**src/rtl/uberclock_pkg.sv**
```systemverilog
// uberclock_pkg -- shared constants for the uberclock receive datapath.
//
// Holds the datapath width constants used across the receive chain, plus the
// defaults for the downsampled capture FIFO (ds_capture_fifo) and a small
// saturating-increment helper for 16-bit event counters.
package uberclock_pkg;

  // Existing datapath widths of the receive chain.
  localparam int ADC_W          = 12;  // raw ADC sample width
  localparam int MIX_W          = 24;  // mixer / NCO product width
  localparam int DS_OUT_W       = 16;  // downsamplerFilter output width

  // Capture FIFO defaults.
  localparam int FIFO_SAMPLE_W   = DS_OUT_W;  // I/Q sample width
  localparam int FIFO_DEPTH_LOG2 = 6;         // 64 I/Q pairs

  // Increment a 16-bit counter, holding at all-ones instead of wrapping.
  function automatic logic [15:0] sat_inc16(input logic [15:0] v);
    return (v == 16'hFFFF) ? v : v + 16'd1;
  endfunction

endpackage

```
**src/rtl/ds_fifo_mem.sv**
```systemverilog
// ds_fifo_mem -- simple dual-port storage for the capture FIFO.
//
// One write port and one registered read port, written so synthesis maps it
// onto block or distributed RAM. The array has no reset.
//
// Ports:
//   sys_clk  in   clock
//   wr_en    in   write strobe
//   wr_addr  in   ADDR_W   write address
//   wr_data  in   DATA_W   write data
//   rd_addr  in   ADDR_W   read address, sampled on sys_clk
//   rd_data  out  DATA_W   registered read data (one cycle after rd_addr)
module ds_fifo_mem #(
  parameter int DATA_W = 32,
  parameter int ADDR_W = 6
) (
  input  logic              sys_clk,
  input  logic              wr_en,
  input  logic [ADDR_W-1:0] wr_addr,
  input  logic [DATA_W-1:0] wr_data,
  input  logic [ADDR_W-1:0] rd_addr,
  output logic [DATA_W-1:0] rd_data
);

  logic [DATA_W-1:0] mem [0:(2**ADDR_W)-1];

  always_ff @(posedge sys_clk) begin
    if (wr_en) begin
      mem[wr_addr] <= wr_data;
    end
    rd_data <= mem[rd_addr];
  end

endmodule

```
**src/rtl/ds_capture_fifo.sv**
```systemverilog
// ds_capture_fifo -- capture FIFO for downsampled I/Q pairs read by the CPU.
//
// Stores {in_x, in_y} pairs strobed by in_ce and presents the head pair
// first-word-fall-through. A push into a full FIFO without a same-edge pop is
// dropped and sets the sticky overflow flag.
//
// Optional feature: define UBERCLOCK_FIFO_DROP_CNT_EN to add the 16-bit
// saturating drop_count output (cleared by clear_overflow or rst, not flush).
//
// Ports:
//   sys_clk         in   clock
//   rst             in   asynchronous active-high reset
//   in_x, in_y      in   SAMPLE_W  signed I/Q sample pair
//   in_ce           in   pair valid strobe
//   rd_en           in   pop request (ignored while empty)
//   flush           in   synchronous clear, highest priority
//   clear_overflow  in   clears overflow (a same-edge drop wins)
//   out_x, out_y    out  SAMPLE_W  head pair
//   out_valid       out  FIFO not empty
//   level           out  DEPTH_LOG2+1  number of stored pairs
//   overflow        out  sticky drop flag
//   drop_count      out  16  (only with UBERCLOCK_FIFO_DROP_CNT_EN)
module ds_capture_fifo
  import uberclock_pkg::*;
#(
  parameter int SAMPLE_W   = FIFO_SAMPLE_W,
  parameter int DEPTH_LOG2 = FIFO_DEPTH_LOG2
) (
  input  logic                  sys_clk,
  input  logic                  rst,
  input  logic [SAMPLE_W-1:0]   in_x,
  input  logic [SAMPLE_W-1:0]   in_y,
  input  logic                  in_ce,
  input  logic                  rd_en,
  input  logic                  flush,
  input  logic                  clear_overflow,
  output logic [SAMPLE_W-1:0]   out_x,
  output logic [SAMPLE_W-1:0]   out_y,
  output logic                  out_valid,
  output logic [DEPTH_LOG2:0]   level,
`ifdef UBERCLOCK_FIFO_DROP_CNT_EN
  output logic [15:0]           drop_count,
`endif
  output logic                  overflow
);

  localparam int                PAIR_W  = 2 * SAMPLE_W;
  localparam logic [DEPTH_LOG2:0] FULL_XOR = {1'b1, {DEPTH_LOG2{1'b0}}};

  // Pointers carry one extra MSB: equal low bits with differing MSB is full.
  logic [DEPTH_LOG2:0] wr_ptr_reg, rd_ptr_reg, rd_ptr_next;
  logic [DEPTH_LOG2:0] level_reg, level_next;
  logic                valid_reg;
  logic                overflow_reg;
  logic                byp_sel_reg, byp_sel_next;
  logic [PAIR_W-1:0]   byp_data_reg;
  logic [PAIR_W-1:0]   rd_data;
  logic [PAIR_W-1:0]   head_pair;
  logic                full, pop, push, drop;

  always_comb begin
    full         = ((wr_ptr_reg ^ rd_ptr_reg) == FULL_XOR);
    pop          = rd_en && valid_reg && !flush;
    push         = in_ce && !flush && (!full || pop);
    drop         = in_ce && !flush && full && !pop;
    level_next   = level_reg + (DEPTH_LOG2+1)'(push) - (DEPTH_LOG2+1)'(pop);
    rd_ptr_next  = flush ? '0 : rd_ptr_reg + (DEPTH_LOG2+1)'(pop);
    // The new head is the pair being written this edge when nothing older
    // survives the pop; the RAM cannot return it yet, so it is bypassed.
    byp_sel_next = push && ((level_reg == '0) || ((level_reg == 1) && pop));
  end

  // The RAM read address looks one edge ahead so its registered output holds
  // the head pair whenever that pair was written on an earlier edge.
  ds_fifo_mem #(
    .DATA_W (PAIR_W),
    .ADDR_W (DEPTH_LOG2)
  ) u_mem (
    .sys_clk (sys_clk),
    .wr_en   (push),
    .wr_addr (wr_ptr_reg[DEPTH_LOG2-1:0]),
    .wr_data ({in_x, in_y}),
    .rd_addr (rd_ptr_next[DEPTH_LOG2-1:0]),
    .rd_data (rd_data)
  );

  always_ff @(posedge sys_clk or posedge rst) begin
    if (rst) begin
      wr_ptr_reg   <= '0;
      rd_ptr_reg   <= '0;
      level_reg    <= '0;
      valid_reg    <= 1'b0;
      byp_sel_reg  <= 1'b1;   // selects the zeroed bypass so out_x/out_y read 0
      byp_data_reg <= '0;
    end else if (flush) begin
      wr_ptr_reg   <= '0;
      rd_ptr_reg   <= '0;
      level_reg    <= '0;
      valid_reg    <= 1'b0;
      byp_sel_reg  <= 1'b0;
    end else begin
      wr_ptr_reg   <= wr_ptr_reg + (DEPTH_LOG2+1)'(push);
      rd_ptr_reg   <= rd_ptr_next;
      level_reg    <= level_next;
      valid_reg    <= (level_next != '0);
      byp_sel_reg  <= byp_sel_next;
      if (byp_sel_next) begin
        byp_data_reg <= {in_x, in_y};
      end
    end
  end

  // Set wins over clear; flush leaves the flag alone.
  always_ff @(posedge sys_clk or posedge rst) begin
    if (rst) begin
      overflow_reg <= 1'b0;
    end else if (drop) begin
      overflow_reg <= 1'b1;
    end else if (clear_overflow) begin
      overflow_reg <= 1'b0;
    end
  end

`ifdef UBERCLOCK_FIFO_DROP_CNT_EN
  logic [15:0] drop_cnt_reg;

  // A drop on the clearing edge is counted as the first of the new run.
  always_ff @(posedge sys_clk or posedge rst) begin
    if (rst) begin
      drop_cnt_reg <= '0;
    end else if (clear_overflow) begin
      drop_cnt_reg <= drop ? 16'd1 : 16'd0;
    end else if (drop) begin
      drop_cnt_reg <= sat_inc16(drop_cnt_reg);
    end
  end

  assign drop_count = drop_cnt_reg;
`endif

  // Both mux inputs are flops and the select is a flop, so the head is a
  // registered value with no path from any input.
  assign head_pair = byp_sel_reg ? byp_data_reg : rd_data;
  assign out_x     = head_pair[PAIR_W-1:SAMPLE_W];
  assign out_y     = head_pair[SAMPLE_W-1:0];
  assign out_valid = valid_reg;
  assign level     = level_reg;
  assign overflow  = overflow_reg;

endmodule
```
**config.mk**
```make
export PLATFORM = sky130hd
export DESIGN_NAME = ds_capture_fifo
export DESIGN_NICKNAME = d
export VERILOG_FILES = /design/src/rtl/uberclock_pkg.sv /design/src/rtl/ds_fifo_mem.sv /design/src/rtl/ds_capture_fifo.sv
export SDC_FILE = /design/constraint.sdc
export NUM_CORES = 2
export LEC_CHECK = 0
export CORE_UTILIZATION = 35
export CTS_CLUSTER_DIAMETER = 60
export DETAILED_ROUTE_END_ITERATION = 6
export SETUP_SLACK_MARGIN = 0.5
export SLEW_MARGIN = 20
export SYNTH_ARGS = -nofsm -noshare
export SYNTH_HDL_FRONTEND = slang
export SYNTH_SLANG_ARGS = --single-unit
export TNS_END_PERCENT = 100
```
**constraint.sdc**
```tcl
create_clock -name sys_clk -period 4.4 [get_ports sys_clk]
set_clock_uncertainty 0.15 [all_clocks]
set_input_delay 0.88 -clock sys_clk [delete_from_list [all_inputs] [get_ports sys_clk]]
set_output_delay 0.88 -clock sys_clk [all_outputs]
set_load 0.05 [all_outputs]
```
# ---- Word-level counts from Yosys, hierarchy flattened
# Memory sizes are Yosys's and may differ from the RTL's. A register that Yosys moved wholly into a read port is not among the register bits.
# Cells that the tools add are included.
dict set report word_totals {
  register_bits 56
  latchBits 0
  ram_bits 2048
  mem_bits_ro 0
  inputBits 38
  out_inout_bits 41
  elab_cells 44
  n_memories 1
}
dict set report op_classes {
  n_addsub 4
  n_mul 0
  div_mod_pow 0
  n_lt_le_gt_ge 0
  eq_ne 2
  shifts 0
  n_mux 11
  n_bitwise 2
  reduce_logical 17
}
# memory depth word_bits rd rd_clocked_by_memory_dff write_ports line
set memory_table {}
lappend memory_table {u_mem.mem 64 32 1 1 1 ds_fifo_mem.sv:25} ;# logic [DATA_W-1:0] mem [0:(2**ADDR_W)-1];
# operator count
set op_table {}
lappend op_table {{32-bit two-way mux} 1}
lappend op_table {{7-bit two-way mux} 4}
lappend op_table {{7-bit by 1-bit adder with 7-bit output} 3}
lappend op_table {{1-bit logical AND} 8}
lappend op_table {{7-bit by 1-bit == test with 1-bit output, second input constant} 1}
lappend op_table {{7-bit == test, second input constant} 1}
lappend op_table {{7-bit zero test} 1}
lappend op_table {{7-bit nonzero test} 1}
lappend op_table {{7-bit by 1-bit subtractor with 7-bit output} 1}
lappend op_table {{7-bit bitwise XOR} 1}
lappend op_table {{1-bit two-way mux} 6}
lappend op_table {{1-bit zero test} 3}
lappend op_table {{1-bit logical OR} 2}
lappend op_table {{2-bit AND reduction} 1}
lappend op_table {{2-bit nonzero test} 1}
lappend op_table {{1-bit inverter} 1}

# ---- Depth between registers and ports, before layout
dict set report depth {
  depth_word 9
  depth_mapped 17
  mapped_depth_nobuf 12
}

# ---- Cells and area by module
# A second synthesis with hierarchy kept.
dict set report unflattened {
  cells_unflattened 3558
  area_unflattened_um2 81573.2
}
# mod n_inst cells_per_inst area_per_inst_um2 seq_area_each_um2
set modules_own_cells {}
lappend modules_own_cells {ds_fifo_mem 1 3324 78515.3 62139.6}
lappend modules_own_cells {ds_capture_fifo 1 234 3057.9 1402.6}

# ---- Worst setup path after synthesis
# Ideal clock, no wire load.
dict set report synth_path {
  kind {in2reg}
  start {in flush}
  end {mem u_mem.mem[56][0] (enable)}
  setup_ns 0.421
  arrival_time_ns 3.659
  t_required_ns 3.829
  slack_ns 0.170
  path_stages 8
  path_buffers 3
  path_cell_list {clkbuf_1 buf_2 nand3b_1 nand4_1 o21ai_0 or4_1 clkbuf_1 nor2_1}
}
dict set report synth_between {
  elab_chain_len 6
  elab_cells_between_ends 7
  classes_between {2 x mux; 5 x reduce/logical}
}
# item line
set synth_rtl {}
lappend synth_rtl {{start, declared} ds_capture_fifo.sv:35} ;# input logic flush,
lappend synth_rtl {{1-bit zero test *} {ds_capture_fifo.sv:63, ds_capture_fifo.sv:64}}
lappend synth_rtl {{1-bit logical AND} ds_capture_fifo.sv:63} ;# pop = rd_en && valid_reg && !flush;
lappend synth_rtl {{1-bit logical OR} ds_capture_fifo.sv:64} ;# push = in_ce && !flush && (!full || pop);
lappend synth_rtl {{1-bit logical AND *} ds_capture_fifo.sv:64}
lappend synth_rtl {{1-bit two-way mux *} ds_fifo_mem.sv:28} ;# if (wr_en) begin
lappend synth_rtl {{1-bit two-way mux (implied by the code) *} ds_fifo_mem.sv:29} ;# mem[wr_addr] <= wr_data;
lappend synth_rtl {{end, declared} ds_fifo_mem.sv:25}
# Mark *: on every way between the ends. The rest lies on a longest branch, timed or not.

# ---- Worst setup path in the final report
dict set report layout_path {
  start {in rd_en}
  end {reg u_mem.rd_data[3] (read register of u_mem.mem)}
}
dict set report layout_between {
  elab_chain_len 4
}
# item line
set layout_rtl {}
lappend layout_rtl {{start, declared} ds_capture_fifo.sv:34} ;# input logic rd_en,
lappend layout_rtl {{1-bit logical AND (2 in a row)} ds_capture_fifo.sv:63}
lappend layout_rtl {{7-bit by 1-bit adder with 7-bit output} ds_capture_fifo.sv:67} ;# rd_ptr_next = flush ? '0 : rd_ptr_reg + (DEPTH_LOG2+1)'(pop);
lappend layout_rtl {{7-bit two-way mux} ds_capture_fifo.sv:67}
lappend layout_rtl {{end, declared} ds_fifo_mem.sv:22} ;# output logic [DATA_W-1:0] rd_data
# No other way between the ends.
# A chain may end at the register's enable or synchronous reset.

==> results.md <==
* Status: completed
* Crit path kind: primary input to flip-flop
* Crit start category: primary input
* Comb pwr share at 0.089
* FF-to-FF Start: out_valid
* Distinct cell type count of the synthesized netlist at 61
* Switching pwr at 10.44 mW
* R2R setup slack at 0.79 ns
* Vias/cell at 5.574
* Core Area at 0.2412 sq mm
* Max FO, Critical Path at 17
* Top post-synthesis cells by area: edfxtp_1 72%, mux4_2 8.3%, mux2_2 2.5%
* Maximum clock frequency at 261.2 MHz
* Die span in y at 495.3 microns
* Largest net degree at the start of global routing at 96
* Setup TNS at 0 ns
* Clk pwr share at 0.401
* Worst Path Required at 4.97 ns
* Maxcap violations at 0
* Net count of the finished layout at 5393
* DR iter-0 viols at 5682
* Clock sink total at 2136
* All-layer global routing usage at 0.2064
* Worst slew margin at 0.1979
* Tmin final at 3.829 ns
* Crit share post-route at 0.8702
* Dpl cell area at 0.09535 sq mm
* Reg2reg end: u_mem.rd_data[3]
* Switching Fraction at 0.2345
* YS warnings at 0
* Clock Path Buffers at 3
* Ys async rst share at 0.02622
* Layout area overhead at 20.43%
* Final WL at 255.2 mm
* Reg2reg path depth at 13
* Max FFs per register at 2048
* Worst ir drop on vdd at 350.5 uV
* Initial antenna violation count at 22
* CTS tree: done
* Seq/Total Area, Yosys at 0.7459
* CP most frequent cell: buf_4
* Vias at 48604
* Synth top area share at 0.7219
* CP cell instances: clkdlybuf4s50_1 -> buf_12 -> nand3b_1 -> buf_4 -> inv_1 -> ha_4 -> ha_4 -> xor2_4 -> buf_4 -> buf_12 -> buf_4 -> mux4_2 -> mux2_2 -> o2bb2ai_1 -> nor4_1
* Grt ovf at 0
* I/O Pins at 79
* Post-synth top area cell: edfxtp_1
* P per Cell Area at 434.2 mW/mm^2
* CTS Buf Count at 214
* Leak Pwr at 32.32 nW
* Row cnt at 180
* Hold path depth at 1
* HP Class: primary input to flip-flop
* Number of global-route vias before repair at 47788
* Final core occ at 0.4253
* Slowest-stage cell, CP: mux4_2
* DRC errors left at 0
* Mean post-synth cell area at 17.86 sq um
* Hold path startpoint: in_x[7]
* Gp weighted congestion at 0.8466
* Mapped Nets at 4821
* Slowest stage delay, CP at 0.55 ns
* Full die area at 0.2454 sq mm
* H-tree Lvls at 4
* Port Buf Inserts at 78
* CP Capture Type: flip-flop
* Final setup viols at 0
* First-pass GRT wire length at 359.6 mm
* WL/cell at 29.26 microns
* Layout cells sized above 1 at 0.3431
* Hold Vio Cnt, Final at 0
* Clock-pin slew on the worst setup and hold paths at 0.06 ns
* Internal at 34.10 mW
* Crit-path leading delay family: buffers and inverters
* Worst Path Buf+Inv at 7
* Die Wd at 495.3 microns
* Post-synth EDFFs at 2048
* Sequential share of power at 0.510
* Most numerous cell in the Yosys netlist: edfxtp_1
* Most instantiated cells after synthesis: 2048 x edfxtp_1, 338 x or2_2, 313 x mux4_2, 238 x nor2_1, 215 x clkbuf_1
* Worst EP arrival at 4.40 ns
* Final antenna-violating net count at 0
* Post-detail-place hpwl at 158.2 mm
* Synth Instances at 4770
* 1st-pass router iterations at 6
* Hold-critical path endpoint: u_mem.mem[0][23]
* FF+latch count, synth at 2136
* Final instance area at 0.1026 sq mm
* RSZ-0062 raised after global routing: true
* Clock Latency Late Sink at 0.87 ns
* Actual slew at the worst max-slew pin at 1.203 ns
* Initial core utilization at 0.3532
* Final slew viol count at 0
* Synthesized area at 0.08519 sq mm
* Top FF cell, synth: edfxtp_1
* CTS root buf: clkbuf_16
-- metal layers --
layer	track usage	part of all wire	wire (microns)	vias to the layer above
met5	0	0.00013	32	-
met3	0.04723	0.097	24790	363
met4	0.06647	0.030	7690	4
li1	-	-	-	20240
met2	0.3226	0.46	118200	2416
met1	0.2846	0.41	104400	25581
-- area by class of cell --
cell class                      count  area (sq um)
Antenna cell                        6         15.01
Inverter                           17         70.07
Tap cell                         3185          3985
Timing Repair Buffer              682          6954
Sequential cell                  2136         63540
Clock buffer                      262          5639
Clock inverter                    141          1207
Multi-Input combinational cell   2291         21170
Fill cell                       20990        138600
-- how the worst max path moves through the flow --
stage                              to  startpoint  cells past startpoint  slack [ns]
finish               u_mem.rd_data[3]       rd_en                     15        0.57
global route        u_mem.rd_data[15]       rd_en                     18        0.45
CTS                 u_mem.rd_data[12]       rd_en                     16        0.49
detailed placement  u_mem.rd_data[12]       rd_en                     16       -1.34
global placement     u_mem.rd_data[2]       rd_en                     14       -1.52
floorplan            u_mem.mem[56][0]       flush                      8        0.19
-- power groups by stage --
stage	combinational [mW]	sequential, mW	clock, mW
4_1_cts	3.95	22.7	18.1
3_3_place_gp	3.93	23.1	0
3_5_place_dp	3.97	23.1	0
5_1_grt	4.18	22.7	18.8
6_report	3.98	22.7	17.8
2_1_floorplan	2.09	23.1	0
-- kinds of logic (layout without fill, tap and decap cells) --
| kind of cell | Yosys count | after routing | synth area share |
|---|---|---|---|
| flip-flops | 2136 | 2136 | 0.7459 |
| AND/OR/NAND/NOR | 1070 | 1070 | 0.06461 |
| multiplexers | 603 | 603 | 0.1196 |
| AO/OA/AOI/OAI | 582 | 582 | 0.04896 |
| buffers and inverters | 343 | 1102 | 0.01654 |
| XOR/XNOR | 23 | 23 | 0.002365 |
| adder cells (fa/ha/maj) | 13 | 13 | 0.001998 |
| other | 0 | 6 | 0 |
-- cell usage in the layout, fill, tap and decap left out, types with 61 or more instances in the layout --
cell type,Yosys,final
clkinv_1,2,64
nor2_4,0,64
o311ai_0,94,81
nand2_1,213,212
a21oi_1,139,126
mux2i_1,101,100
nor3_1,66,66
clkbuf_16,0,217
or3_1,105,105
mux4_2,313,313
mux2_2,189,188
buf_12,0,143
o22ai_1,65,65
o211ai_1,61,61
edfxtp_1,2048,2048
or2_2,338,339
buf_4,9,459
nor2_1,238,174
-- repair_timing --
item | 4_1_cts | 5_1_grt
resized for setup | 40 | 50
pin swaps | 1 | 3
endpoints found under the hold margin | 0 | 0
setup buffers | 8 | 1
hold buffers | 0 | 0
setup endpoints to repair | 148 | 110
-- stage by stage --
stage	hold WS, ns	total power [mW]	setup WS (ns)	std cells
final	0.2108	44.54	0.5713	8720
after detailed placement	0.3375	27.10	-1.344	8302
after global routing	0.1957	45.71	0.4546	8716
after floorplan	0.3237	25.19	0.1900	4770
after global placement	0.3314	27.06	-1.515	8302
after CTS	0.1894	44.74	0.4905	8713
No activity file was read; power rests on OpenSTA's default activity.
